## config.mk

```make
export PLATFORM = sky130hd
export DESIGN_NAME = rd_ptr_ctrl
export DESIGN_NICKNAME = d
export VERILOG_FILES = /design/src/rtl/rd_ptr_ctrl.sv
export SDC_FILE = /design/constraint.sdc
export NUM_CORES = 1
export LEC_CHECK = 0
export ABC_AREA = 0
export ABC_CLOCK_PERIOD_IN_PS = 6000
export CAP_MARGIN = 5
export CORE_ASPECT_RATIO = 0.9
export CORE_MARGIN = 8
export CORE_UTILIZATION = 49
export DETAILED_ROUTE_END_ITERATION = 10
export PLACE_DENSITY = 0.83
export SYNTH_ARGS = -nofsm -noshare
export SYNTH_HDL_FRONTEND = slang
export SYNTH_SLANG_ARGS = --single-unit
```

## constraint.sdc

```tcl
create_clock -name rd_clk -period 6 [get_ports rd_clk]
set_input_delay 1.8 -clock rd_clk [delete_from_list [all_inputs] [get_ports rd_clk]]
set_output_delay 1.8 -clock rd_clk [all_outputs]
set_load 0.005 [all_outputs]
```

## src/rtl/rd_ptr_ctrl.sv

```systemverilog
// rd_ptr_ctrl -- read-side pointer controller for an asynchronous FIFO.
//
// Synchronises the Gray write pointer into rd_clk, keeps the binary/Gray
// read pointer, and derives the empty, almost-empty, level and underflow
// flags. FWFT=1 adds a two-state prefetch FSM so the head word is already
// presented (rd_valid) before it is consumed.
//
// Ports
//   rd_clk        in   read-domain clock, rising edge
//   rd_rstn       in   asynchronous active-low reset
//   rd_en         in   read request (standard) / consume acknowledge (FWFT)
//   wr_ptr_gray   in   Gray write pointer from the write clock domain
//   rd_addr       out  memory read address (low bits of binary read pointer)
//   mem_rd_en     out  memory read strobe, combinational
//   rd_ptr_gray   out  registered Gray read pointer, to the write domain
//   empty         out  registered empty flag (FWFT: !rd_valid)
//   almost_empty  out  registered, level <= AE_LEVEL
//   rd_level      out  registered fill level as seen by the read side
//   underflow     out  one-cycle pulse after a rejected read
//   rd_valid      out  FWFT head-word valid; 0 when FWFT=0
module rd_ptr_ctrl #(
    parameter int ADDR_WIDTH  = 8,
    parameter int SYNC_STAGES = 2,
    parameter int AE_LEVEL    = 4,
    parameter int FWFT        = 0
) (
    input  logic                  rd_clk,
    input  logic                  rd_rstn,
    input  logic                  rd_en,
    input  logic [ADDR_WIDTH:0]   wr_ptr_gray,
    output logic [ADDR_WIDTH-1:0] rd_addr,
    output logic                  mem_rd_en,
    output logic [ADDR_WIDTH:0]   rd_ptr_gray,
    output logic                  empty,
    output logic                  almost_empty,
    output logic [ADDR_WIDTH:0]   rd_level,
    output logic                  underflow,
    output logic                  rd_valid
);

    localparam int PW = ADDR_WIDTH + 1;
    localparam logic [PW-1:0] AE_THR = PW'(AE_LEVEL);

    localparam logic [0:0] IDLE  = 1'b0;
    localparam logic [0:0] VALID = 1'b1;

    function automatic logic [PW-1:0] bin2gray(input logic [PW-1:0] b);
        return b ^ (b >> 1);
    endfunction

    function automatic logic [PW-1:0] gray2bin(input logic [PW-1:0] g);
        logic [PW-1:0] b;
        b[PW-1] = g[PW-1];
        for (int i = PW - 2; i >= 0; i--) begin
            b[i] = b[i+1] ^ g[i];
        end
        return b;
    endfunction

    logic [SYNC_STAGES-1:0][PW-1:0] sync_q;
    logic [PW-1:0] wr_sync;
    logic [PW-1:0] wr_bin;
    logic [PW-1:0] rd_bin;
    logic [PW-1:0] rd_bin_next;
    logic [PW-1:0] level_next;
    logic          ptr_empty;
    logic          ptr_empty_next;
    logic [0:0]    state;
    logic [0:0]    state_next;
    logic          fwft_bonus;

    // Write-pointer synchroniser: only one Gray bit changes per write, so
    // each stage captures either the old or the new pointer, never a mix.
    always_ff @(posedge rd_clk or negedge rd_rstn) begin
        if (!rd_rstn) begin
            sync_q <= '0;
        end else begin
            if (SYNC_STAGES > 1) begin
                sync_q <= {sync_q[SYNC_STAGES-2:0], wr_ptr_gray};
            end else begin
                sync_q <= wr_ptr_gray;
            end
        end
    end

    assign wr_sync = sync_q[SYNC_STAGES-1];
    assign wr_bin  = gray2bin(wr_sync);

    // Read strobe and prefetch FSM. The FWFT path keys off the registered
    // pointer-empty flag, which lags wr_sync by a cycle; the writer only
    // moves forward, so the lag can only make the FIFO look emptier.
    always_comb begin
        mem_rd_en  = 1'b0;
        state_next = state;
        if (FWFT != 0) begin
            case (state)
                IDLE: begin
                    if (!ptr_empty) begin
                        mem_rd_en  = 1'b1;
                        state_next = VALID;
                    end
                end
                VALID: begin
                    if (rd_en) begin
                        if (!ptr_empty) begin
                            mem_rd_en = 1'b1;
                        end else begin
                            state_next = IDLE;
                        end
                    end
                end
                default: state_next = IDLE;
            endcase
        end else begin
            mem_rd_en = rd_en & ~ptr_empty;
        end
    end

    assign rd_bin_next    = rd_bin + {{ADDR_WIDTH{1'b0}}, mem_rd_en};
    assign ptr_empty_next = (bin2gray(rd_bin_next) == wr_sync);

    // The word parked in the FWFT output register still counts as stored.
    assign fwft_bonus = (FWFT != 0) && (state_next == VALID);
    assign level_next = wr_bin - rd_bin_next + {{ADDR_WIDTH{1'b0}}, fwft_bonus};

    assign empty    = (FWFT != 0) ? (state != VALID) : ptr_empty;
    assign rd_valid = (FWFT != 0) ? (state == VALID) : 1'b0;
    assign rd_addr  = rd_bin[ADDR_WIDTH-1:0];

    // Registered pointer and flag stage
    always_ff @(posedge rd_clk or negedge rd_rstn) begin
        if (!rd_rstn) begin
            rd_bin       <= '0;
            rd_ptr_gray  <= '0;
            ptr_empty    <= 1'b1;
            rd_level     <= '0;
            almost_empty <= 1'b1;
            underflow    <= 1'b0;
            state        <= IDLE;
        end else begin
            rd_bin       <= rd_bin_next;
            rd_ptr_gray  <= bin2gray(rd_bin_next);
            ptr_empty    <= ptr_empty_next;
            rd_level     <= level_next;
            almost_empty <= (level_next <= AE_THR);
            underflow    <= rd_en & empty;
            state        <= state_next;
        end
    end

endmodule

```

==> reports/metrics.csv, run 1 <==
stage;metric;value;unit
placement;I/O Buffers;41;
synthesis;post-synth top area cell;dfrtp_1;
floorplan;die span in y;77.60;microns
layout;Post-Route Utilization;64.19;%
run;Max-Cap Viols;0;
synthesis;top cells by area, synth;dfrtp_1, xor2_1, xnor2_1;
clock_network;CTS buffer count;5;
clock_network;CTS tree;built;
global_route;total gr overflow;0;
clock_network;Clock Sinks;47;
routing;Pre-antenna DRT Iters;4;
clock_network;htree depth;2;
sta;fmax;202.9;MHz
floorplan;# rows;22;
global_route;pin count of the biggest net entering global routing;48;
power;sw frac;36.31;%
synthesis;Post-Syn Area;2066;sq um
worst_setup_path;critical path endpoint category;flop;
power;Logic pwr share;52.8;%
synthesis;sequential element share of the synthesized area;57.06;%
power;Total Power;1.324;mW
floorplan;die width;84.44;microns
sta;skew final;0.007284;ns
worst_setup_path;Worst Setup Start Kind;input port;
worst_setup_path;Setup CP Type;in -> reg;
sta;relative slew slack;34.09;%
power;clock power share;13.1;%
worst_setup_path;WP data arrival;5.12;ns
global_route;first-pass GRT wire length;6534;microns
worst_setup_path;reg-to-reg endpoint;almost_empty;
synthesis;Cells after Synth;163;
floorplan;Starting Density;50.71;%
placement;Final HPWL DP;2904;microns
sta;Hold Violations, Final;0;
worst_setup_path;critical-path cell list;clkdlybuf4s50_1, nor2b_1, ha_1, ha_1, xor2_1, inv_1, ha_1, a211oi_1, o21ai_0, a21o_1, a21oi_1, xnor2_1, nor4b_1;
worst_setup_path;Worst Path Max Fanout;5;
synthesis;Yosys reg bits;47;
floorplan;die area;6552;sq um
hold_path;Hold Path End;wr_sync[5];
sta;final setup violation count;0;
power;Int Power;843.4;uW
synthesis;Ys Warns;0;
floorplan;I/O Pins;43;
routing;Wirelength per Cell;14.42;microns
clock_network;clk root buf;clkbuf_8;
placement;Placed Cells;253;
global_route;vias in the first global route;1422;
sta;RSZ-0062 raised after global routing;no;
routing;DR vias;1305;
routing;final wirelength;3748;microns
power;Cell Pwr Density;506.4;nW/um^2
routing;Starting DRT DRC Count;41;
power;highest ir drop seen on vdd;279.8;uV
power;Flop pwr share;34.2;%
synthesis;Syn Nets;186;
sta;setup TNS;0;ns
layout;share of layout cells above drive strength 1;7.075;%
worst_setup_path;Worst Reg-to-Reg Cells;15;
layout;Final #Nets;235;
synthesis;Distinct cells, synth;34;
worst_setup_path;CP top delay family;compound AO/OA/AOI/OAI gates;
sta;slew at the pin with the worst max-slew slack;0.9887;ns
synthesis;share of the synthesized area in the top cell type;54.51;%
sta;Final min period;4.929;ns
routing;DR DRC count;0;
clock_network;Setup Buffers After CTS;0;
hold_path;worst hold start;sync_q[5];
clock_network;Post-CTS Resized;0;
routing;Routed Antenna Nets;0;
worst_setup_path;Reg2Reg Setup Slack;2.02;ns
hold_path;Worst Hold Depth;0;
sta;Final Slew Violations;0;
sta;Tcrit/Tclk final;82.15;%
worst_setup_path;CP max-delay cell;clkdlybuf4s50_1;
placement;Placer Congestion;0.7694;
hold_path;Hold WC Path Type;reg -> reg;
layout;ANT cells;0;
synthesis;syn_area_per_cell;12.67;sq um
clock_network;cts hold-fix bufs;0;
global_route;initial antenna violation count;0;
floorplan;Core Box Area;4074;sq um
layout;fill count;335;
run_status;status;finished, final reports clean;
power;Leak;1.174;nW
clock_network;clock buffer depth;2;
routing;vias per cell;5.019;
clock_network;Clock Pin Slew Worst Setup and Hold Paths;0.07;ns
global_route;Tot GR Track Use;12.24;%
worst_setup_path;critical path's most frequent cell;ha_1;
layout;number of non-filler instances in the completed layout;260;
worst_setup_path;biggest cell delay along the critical path;0.47;ns
clock_network;clk_lat worst skew;0.29;ns
layout;P&R area growth vs syn;26.59;%
power;switching pwr;480.8;uW
worst_setup_path;reg2reg start;wr_sync[8];
worst_setup_path;Req. time, crit path;6.19;ns
worst_setup_path;Buffers & Inverters on Critical Path;2;
[cells in the mapped netlist, drive strengths merged]
cell type and instances:
dfrtp 45, xor2 18, xnor2 16, inv 12, nor2 12, ha 10, o21ai 5, a21oi 4
nand3 4, a211oi 3, and2 3, and3 3, o21a 3, a21o 2, dfstp 2, nand2 2
nand2b 2, nand3b 2, nor3 2, a2111oi 1, a22oi 1, buf 1, conb 1, fa 1
mux2i 1, nand4 1, nor2b 1, nor4b 1, o221ai 1, o31ai 1, xnor3 1, xor3 1
[layer usage]
metal / wire (microns) / global-route usage [%] / up-vias
met4: 35 / 4.085 / 0
met1: 1688 / 13.98 / 628
li1: - / - / 632
met2: 1740 / 20.38 / 39
met3: 284 / 5.053 / 6
met5: 0 / 0 / -
[metrics by stage]
step / setup WS, ns / cell area (sq um) / hold slack [ns]
after detailed placement: 0.8060 / 2539 / 0.3347
final: 1.071 / 2615 / 0.3506
after CTS: 1.094 / 2615 / 0.3517
after global placement: 0.9699 / 2539 / 0.3323
after floorplan: 1.596 / 2066 / 0.3312
after global routing: 0.6701 / 2615 / 0.3586
[power groups by stage]
stage	Clock (mW)	Sequential (mW)	Combinational [mW]
6_report	0.173	0.452	0.699
3_3_place_gp	0	0.455	0.681
5_1_grt	0.190	0.462	0.788
2_1_floorplan	0	0.461	0.422
3_5_place_dp	0	0.460	0.700
4_1_cts	0.176	0.454	0.706
[how the worst max path moves through the flow]
stage / from / endpoint / slack (ns) / cells after the start
3_5_place_dp: rd_en / almost_empty / 0.81 / 13
4_1_cts: rd_en / almost_empty / 1.09 / 13
3_3_place_gp: rd_en / almost_empty / 0.97 / 13
2_1_floorplan: rd_en / almost_empty / 1.60 / 12
6_report: rd_en / almost_empty / 1.07 / 13
5_1_grt: rd_en / almost_empty / 0.67 / 13
[worst reg2reg max path: stages (launching register included)]
cell	delay, ns
dfrtp_1	0.40
xor3_2	0.49
xor2_2	0.18
xnor2_2	0.19
xor2_2	0.23
xnor3_2	0.33
xnor2_1	0.17
ha_1	0.20
inv_1	0.06
fa_1	0.41
a211oi_1	0.28
o21ai_0	0.17
a21o_1	0.18
a21oi_1	0.16
xnor2_1	0.11
nor4b_1	0.32
[flip-flops by register name, summed over array words and instances, names as in the netlist]
register	flops
rd_level	9
almost_empty	1
underflow	1
empty	1
rd_ptr_gray	8
rd_bin	9
sync_q	9
wr_sync	9
[placed cells by master (no fill, tap or decap), types with 3 or more instances in the layout]
master,instances
dfrtp_1,45
clkdlybuf4s50_1,40
xor2_1,16
xnor2_1,15
inv_1,12
nor2_1,12
ha_1,10
o21ai_0,5
clkbuf_8,5
nand3_1,4
a21oi_1,4
a211oi_1,3
and3_1,3
o21a_1,3
and2_1,3
[area by class of cell]
| cell class | instances | area, sq um | area share (%) |
|---|---|---|---|
| well taps | 48 | 60.06 | 2.297 |
| flip-flops and latches | 47 | 1179 | 45.07 |
| inverters | 12 | 45.04 | 1.722 |
| repair buffers | 43 | 420.4 | 16.08 |
| clock buffers | 7 | 76.32 | 2.919 |
| multi-input cells | 103 | 834.6 | 31.91 |
[cell families after synthesis]
logic type | share of synthesized area (%)
AOI/OAI and AO/OA | 6.663
muxes | 0.4846
and+or+nand+nor | 8.177
DFF | 57.06
buffers and inverters | 2.544
xor gates and xnor gates | 17.87
other | 0.1815
adders and majority gates | 7.026
(Power assumes the default switching activity.)
==> run 2: changes to the inputs <==
ABC_CLOCK_PERIOD_IN_PS = 5150   (was 6000)
clock period = 5.15 ns   (was 6 ns; I/O delays follow)
==> reports/metrics.csv, run 2 (synthesized netlist as in run 1, its figures left out) <==
stage;metric;value;unit;change
power;clock power share;14.6;%;+1.5 points
floorplan;die area;6552;sq um;unchanged
clock_network;clk_lat worst skew;0.29;ns;about the same
worst_setup_path;Worst Path Max Fanout;5;;unchanged
sta;slew at the pin with the worst max-slew slack;0.9746;ns;-0.01411 ns
power;Total Power;1.588;mW;+20%
placement;Placed Area;2554;sq um;+0.59%
placement;Placer Congestion;0.8066;;+4.8%
sta;fmax;227.8;MHz;
worst_setup_path;WP data arrival;4.58;ns;-0.54 ns
routing;Starting DRT DRC Count;26;;-37%
worst_setup_path;CP top delay family;compound AO/OA/AOI/OAI gates;;
floorplan;I/O Pins;43;;unchanged
power;Flop pwr share;33.0;%;-1.2 points
sta;Final min period;4.390;ns;
clock_network;Clock Sinks;47;;unchanged
clock_network;htree depth;2;;unchanged
hold_path;Hold WC Path Type;reg -> reg;;
worst_setup_path;CP max-delay cell;clkdlybuf4s50_1;;
run_status;status;finished, final reports clean;;
floorplan;die width;84.44;microns;unchanged
routing;Routed Antenna Nets;0;;unchanged
sta;Hold Violations, Final;0;;unchanged
layout;leading cell type in the layout, fill and taps excluded;dfrtp_1;;
global_route;first-pass GRT wire length;6216;microns;-4.9%
floorplan;# rows;22;;unchanged
sta;Tcrit/Tclk final;85.24;%;
global_route;vias in the first global route;1387;;-2.5%
power;Cell Pwr Density;598.2;nW/um^2;+18%
global_route;pin count of the biggest net entering global routing;48;;unchanged
layout;P&R area growth vs syn;28.47;%;
worst_setup_path;critical path endpoint category;flop;;
worst_setup_path;critical path's most frequent cell;ha_1;;
floorplan;Core Box Area;4074;sq um;unchanged
sta;final setup violation count;0;;unchanged
layout;fill count;321;;-4.2%
floorplan;Starting Density;50.71;%;unchanged
layout;most frequent cells in the layout;dfrtp_1, clkdlybuf4s50_1, xor2_1;;
sta;RSZ-0062 raised after global routing;no;;
worst_setup_path;reg2reg start;wr_sync[8];;
layout;ANT cells;0;;unchanged
power;Logic pwr share;52.4;%;-0.4 points
worst_setup_path;Buffers & Inverters on Critical Path;2;;unchanged
placement;I/O Buffers;41;;unchanged
worst_setup_path;reg-to-reg endpoint;almost_empty;;
routing;DR DRC count;0;;unchanged
power;Leak;1.197;nW;+1.9%
layout;Design Area, Final;2654;sq um;+1.5%
clock_network;Clock Pin Slew Worst Setup and Hold Paths;0.08;ns;about the same
worst_setup_path;Worst Setup Start Kind;input port;;
clock_network;Post-CTS Resized;0;;unchanged
clock_network;cts hold-fix bufs;0;;unchanged
worst_setup_path;biggest cell delay along the critical path;0.47;ns;about the same
clock_network;clk root buf;clkbuf_8;;
layout;Post-Route Utilization;65.14;%;+0.95 points
sta;setup TNS;0;ns;unchanged
worst_setup_path;Worst Reg-to-Reg Cells;15;;unchanged
worst_setup_path;Reg2Reg Setup Slack;1.12;ns;-0.90 ns
global_route;initial antenna violation count;0;;unchanged
routing;Pre-antenna DRT Iters;4;;unchanged
routing;Wirelength per Cell;13.69;microns;-5.0%
power;sw frac;35.36;%;-0.95 points
run;Max-Cap Viols;0;;unchanged
worst_setup_path;Setup CP Type;in -> reg;;
sta;Final Slew Violations;0;;unchanged
worst_setup_path;Req. time, crit path;5.34;ns;-0.85 ns
routing;final wirelength;3600;microns;-3.9%
global_route;total gr overflow;0;;unchanged
clock_network;CTS tree;built;;
placement;Final HPWL DP;2800;microns;-3.6%
sta;skew final;0.005755;ns;-0.001529 ns
worst_setup_path;critical-path cell list;clkdlybuf4s50_1, nor2b_1, ha_1, ha_1, xor2_1, inv_1, ha_1, a211oi_1, o21ai_0, a21o_1, a21oi_1, xnor2_1, nor4b_1;;
sta;relative slew slack;35.03;%;+0.94 points
clock_network;Setup Buffers After CTS;0;;unchanged
power;Int Power;1.026;mW;+22%
power;switching pwr;561.4;uW;+17%
layout;Final #Nets;237;;+0.85%
clock_network;CTS buffer count;5;;unchanged
power;highest ir drop seen on vdd;333.8;uV;+19%
floorplan;die span in y;77.60;microns;unchanged
sta;Fin Hold WS;0.3515;ns;+0.0008510 ns
routing;vias per cell;4.954;;-1.3%
hold_path;Worst Hold Depth;0;;unchanged
global_route;Tot GR Track Use;11.67;%;-0.57 points
clock_network;clock buffer depth;2;;unchanged
layout;share of layout cells above drive strength 1;8.837;%;+1.8 points
routing;DR vias;1303;;-0.15%
hold_path;Hold Path End;wr_sync[5];;
hold_path;worst hold start;sync_q[5];;
run 2: cell types whose count changed in the layout (fill, tap and decap cells not counted), sizes merged:
cell / before / now
buf: 3 / 5
clkbuf: 7 / 8
run 2: worst max-delay path by stage:
stage,start,to,slack (ns),cells past startpoint
global placement,rd_en,almost_empty,0.61,13
finish,rd_en,almost_empty,0.76,13
floorplan,rd_en,almost_empty,1.00,12
detailed placement,rd_en,almost_empty,0.46,13
global route,rd_en,almost_empty,0.52,13
CTS,rd_en,almost_empty,0.79,13
run 2: final cells by class:
class / count / area [sq um] / share of cell area, %
Inverter: 12 / 45.04 / 1.697
Timing Repair Buffer: 45 / 435.4 / 16.41
Tap cell: 48 / 60.06 / 2.263
Sequential cell: 47 / 1179 / 44.41
Multi-Input combinational cell: 103 / 834.6 / 31.45
Clock buffer: 8 / 100.1 / 3.772
run 2: routing by layer:
layer	up-vias	global-route usage [%]	part of all wire (%)
met4	0	3.730	0.86
li1	638	-	-
met2	38	18.73	45
met1	622	13.89	46
met3	5	4.947	8.5
met5	-	0	0
run 2: per-stage QoR:
| step | instances | worst slack (ns) |
|---|---|---|
| after floorplan | 163 | 1.001 |
| after global placement | 255 | 0.6146 |
| after detailed placement | 255 | 0.4643 |
| after CTS | 263 | 0.7852 |
| after global routing | 263 | 0.5222 |
| final | 263 | 0.7602 |
run 2: power groups by stage:
stage,clock (mW),combinational [mW],sequential [mW]
floorplan,0,0.492,0.537
global placement,0,0.810,0.530
detailed placement,0,0.828,0.531
CTS,0.240,0.836,0.525
global route,0.254,0.920,0.537
finish,0.231,0.832,0.524
run 2: worst reg2reg max path, cell delays in order (launching register included):
cell,delay (ns)
dfrtp_1,0.40
xor3_2,0.49
xor2_2,0.18
xnor2_2,0.20
xor2_2,0.22
xnor3_2,0.33
xnor2_1,0.17
ha_1,0.19
inv_1,0.06
fa_1,0.42
a211oi_1,0.30
o21ai_0,0.20
a21o_1,0.19
a21oi_1,0.17
xnor2_1,0.11
nor4b_1,0.32
==> run 3: changes to the inputs <==
CAP_MARGIN = 25   (was 5)
==> reports/metrics.csv, run 3 (synthesized netlist as in run 1, its figures left out) <==
stage;metric;value;unit;change
routing;Routed Antenna Nets;0;;unchanged
worst_setup_path;Req. time, crit path;5.34;ns;about the same
placement;Final HPWL DP;2800;microns;unchanged
power;highest ir drop seen on vdd;333.5;uV;about the same
power;Logic pwr share;52.4;%;about the same
clock_network;clock buffer depth;2;;unchanged
power;switching pwr;562.4;uW;+0.19%
worst_setup_path;Worst Path Max Fanout;5;;unchanged
sta;setup TNS;0;ns;unchanged
clock_network;Post-CTS Resized;0;;unchanged
floorplan;I/O Pins;43;;unchanged
layout;Final #Nets;238;;+0.42%
placement;Placer Congestion;0.8066;;unchanged
sta;final setup violation count;0;;unchanged
global_route;total gr overflow;0;;unchanged
global_route;initial antenna violation count;0;;unchanged
floorplan;die area;6552;sq um;unchanged
floorplan;die width;84.44;microns;unchanged
sta;skew final;0.005819;ns;+0.00006453 ns
sta;slew at the pin with the worst max-slew slack;0.5682;ns;-0.4064 ns
layout;P&R area growth vs syn;29.44;%;
sta;Final min period;4.376;ns;-0.01410 ns
run_status;status;finished, final reports clean;;
power;Flop pwr share;33.0;%;about the same
layout;share of layout cells above drive strength 1;9.259;%;+0.42 points
routing;Starting DRT DRC Count;33;;+27%
sta;Tcrit/Tclk final;84.96;%;-0.27 points
worst_setup_path;critical path endpoint category;flop;;
clock_network;clk_lat worst skew;0.29;ns;about the same
power;Cell Pwr Density;594.7;nW/um^2;-0.59%
clock_network;clk root buf;clkbuf_8;;
worst_setup_path;Worst Setup Start Kind;input port;;
power;sw frac;35.37;%;about the same
floorplan;# rows;22;;unchanged
global_route;Tot GR Track Use;11.67;%;unchanged
hold_path;Hold WC Path Type;reg -> reg;;
worst_setup_path;WP data arrival;4.57;ns;about the same
power;clock power share;14.6;%;about the same
sta;Hold Violations, Final;0;;unchanged
layout;leading cell type in the layout, fill and taps excluded;dfrtp_1;;
global_route;first-pass GRT wire length;6216;microns;unchanged
power;Int Power;1.028;mW;+0.14%
clock_network;Setup Buffers After CTS;0;;unchanged
routing;Wirelength per Cell;13.79;microns;+0.73%
clock_network;Clock Pin Slew Worst Setup and Hold Paths;0.08;ns;about the same
floorplan;Starting Density;50.71;%;unchanged
layout;most frequent cells in the layout;dfrtp_1, clkdlybuf4s50_1, xor2_1;;
clock_network;htree depth;2;;unchanged
layout;ANT cells;0;;unchanged
clock_network;cts hold-fix bufs;0;;unchanged
sta;fmax;228.5;MHz;+0.32%
placement;pre-CTS setup slack;0.4643;ns;unchanged
clock_network;CTS tree;built;;
placement;I/O Buffers;41;;unchanged
clock_network;Clock Sinks;47;;unchanged
global_route;vias in the first global route;1387;;unchanged
run;Max-Cap Viols;0;;unchanged
routing;DR vias;1309;;+0.46%
sta;relative slew slack;61.85;%;+27 points
routing;vias per cell;4.958;;about the same
sta;Setup WS post-layout;0.7743;ns;+0.01410 ns
routing;final wirelength;3640;microns;+1.1%
routing;DR DRC count;0;;unchanged
sta;Final Slew Violations;0;;unchanged
floorplan;Core Box Area;4074;sq um;unchanged
sta;RSZ-0062 raised after global routing;no;;
clock_network;CTS buffer count;5;;unchanged
global_route;pin count of the biggest net entering global routing;48;;unchanged
floorplan;die span in y;77.60;microns;unchanged
worst_setup_path;Setup CP Type;in -> reg;;
routing;Pre-antenna DRT Iters;4;;unchanged
power;Leak;1.206;nW;+0.78%
run 3: cell type report:
class | count | area [sq um]
multi-input combinational | 103 | 834.6
clock buffer | 8 | 100.1
timing repair buffer | 46 | 455.4
tap | 48 | 60.06
sequential | 47 | 1179
inverter | 12 | 45.04
fill | 319 | 1400
run 3: path summary, 6_finish.rpt:
check,from,depth (start not counted),slack (ns),end
worst max-delay path,rd_en,13,0.77,almost_empty
worst min-delay path,sync_q[5],0,0.35,wr_sync[5]
worst max register to register,wr_sync[8],15,1.12,almost_empty
worst min register to register,sync_q[5],0,0.35,wr_sync[5]
max in group asynchronous,rd_rstn,2,3.39,almost_empty
min in group asynchronous,rd_rstn,1,1.19,underflow
run 3: layer usage:
layer	wire, microns	vias to the layer above	global-route usage, %
met2	1620	38	18.73
li1	-	640	-
met1	1682	626	13.89
met4	31	0	3.730
met5	0	-	0
met3	306	5	4.947
run 3: power groups by stage:
stage               Sequential [mW]  Combinational [mW]  Clock, mW
finish                        0.524               0.833      0.232
global route                  0.537               0.922      0.254
CTS                           0.525               0.836      0.240
detailed placement            0.531               0.828          0
global placement              0.530               0.810          0
floorplan                     0.537               0.492          0
run 3: critical path, cell delays in order:
cell             delay, ns
clkdlybuf4s50_1       0.47
nor2b_1               0.17
ha_1                  0.19
ha_1                  0.23
xor2_1                0.21
inv_1                 0.10
ha_1                  0.35
a211oi_1              0.32
o21ai_0               0.20
a21o_1                0.19
a21oi_1               0.17
xnor2_1               0.11
nor4b_1               0.32
run 3: through the flow:
stage / hold slack [ns] / instance area [sq um] / power, mW / utilization, % / std cells
2_1_floorplan: 0.3312 / 2066 / 1.029 / - / 163
3_3_place_gp: 0.3322 / 2554 / 1.340 / 62.68 / 255
3_5_place_dp: 0.3362 / 2554 / 1.359 / 62.68 / 255
4_1_cts: 0.3548 / 2654 / 1.601 / 65.14 / 263
5_1_grt: 0.3613 / 2674 / 1.713 / 65.63 / 264
6_report: 0.3524 / 2674 / 1.590 / 65.63 / 264
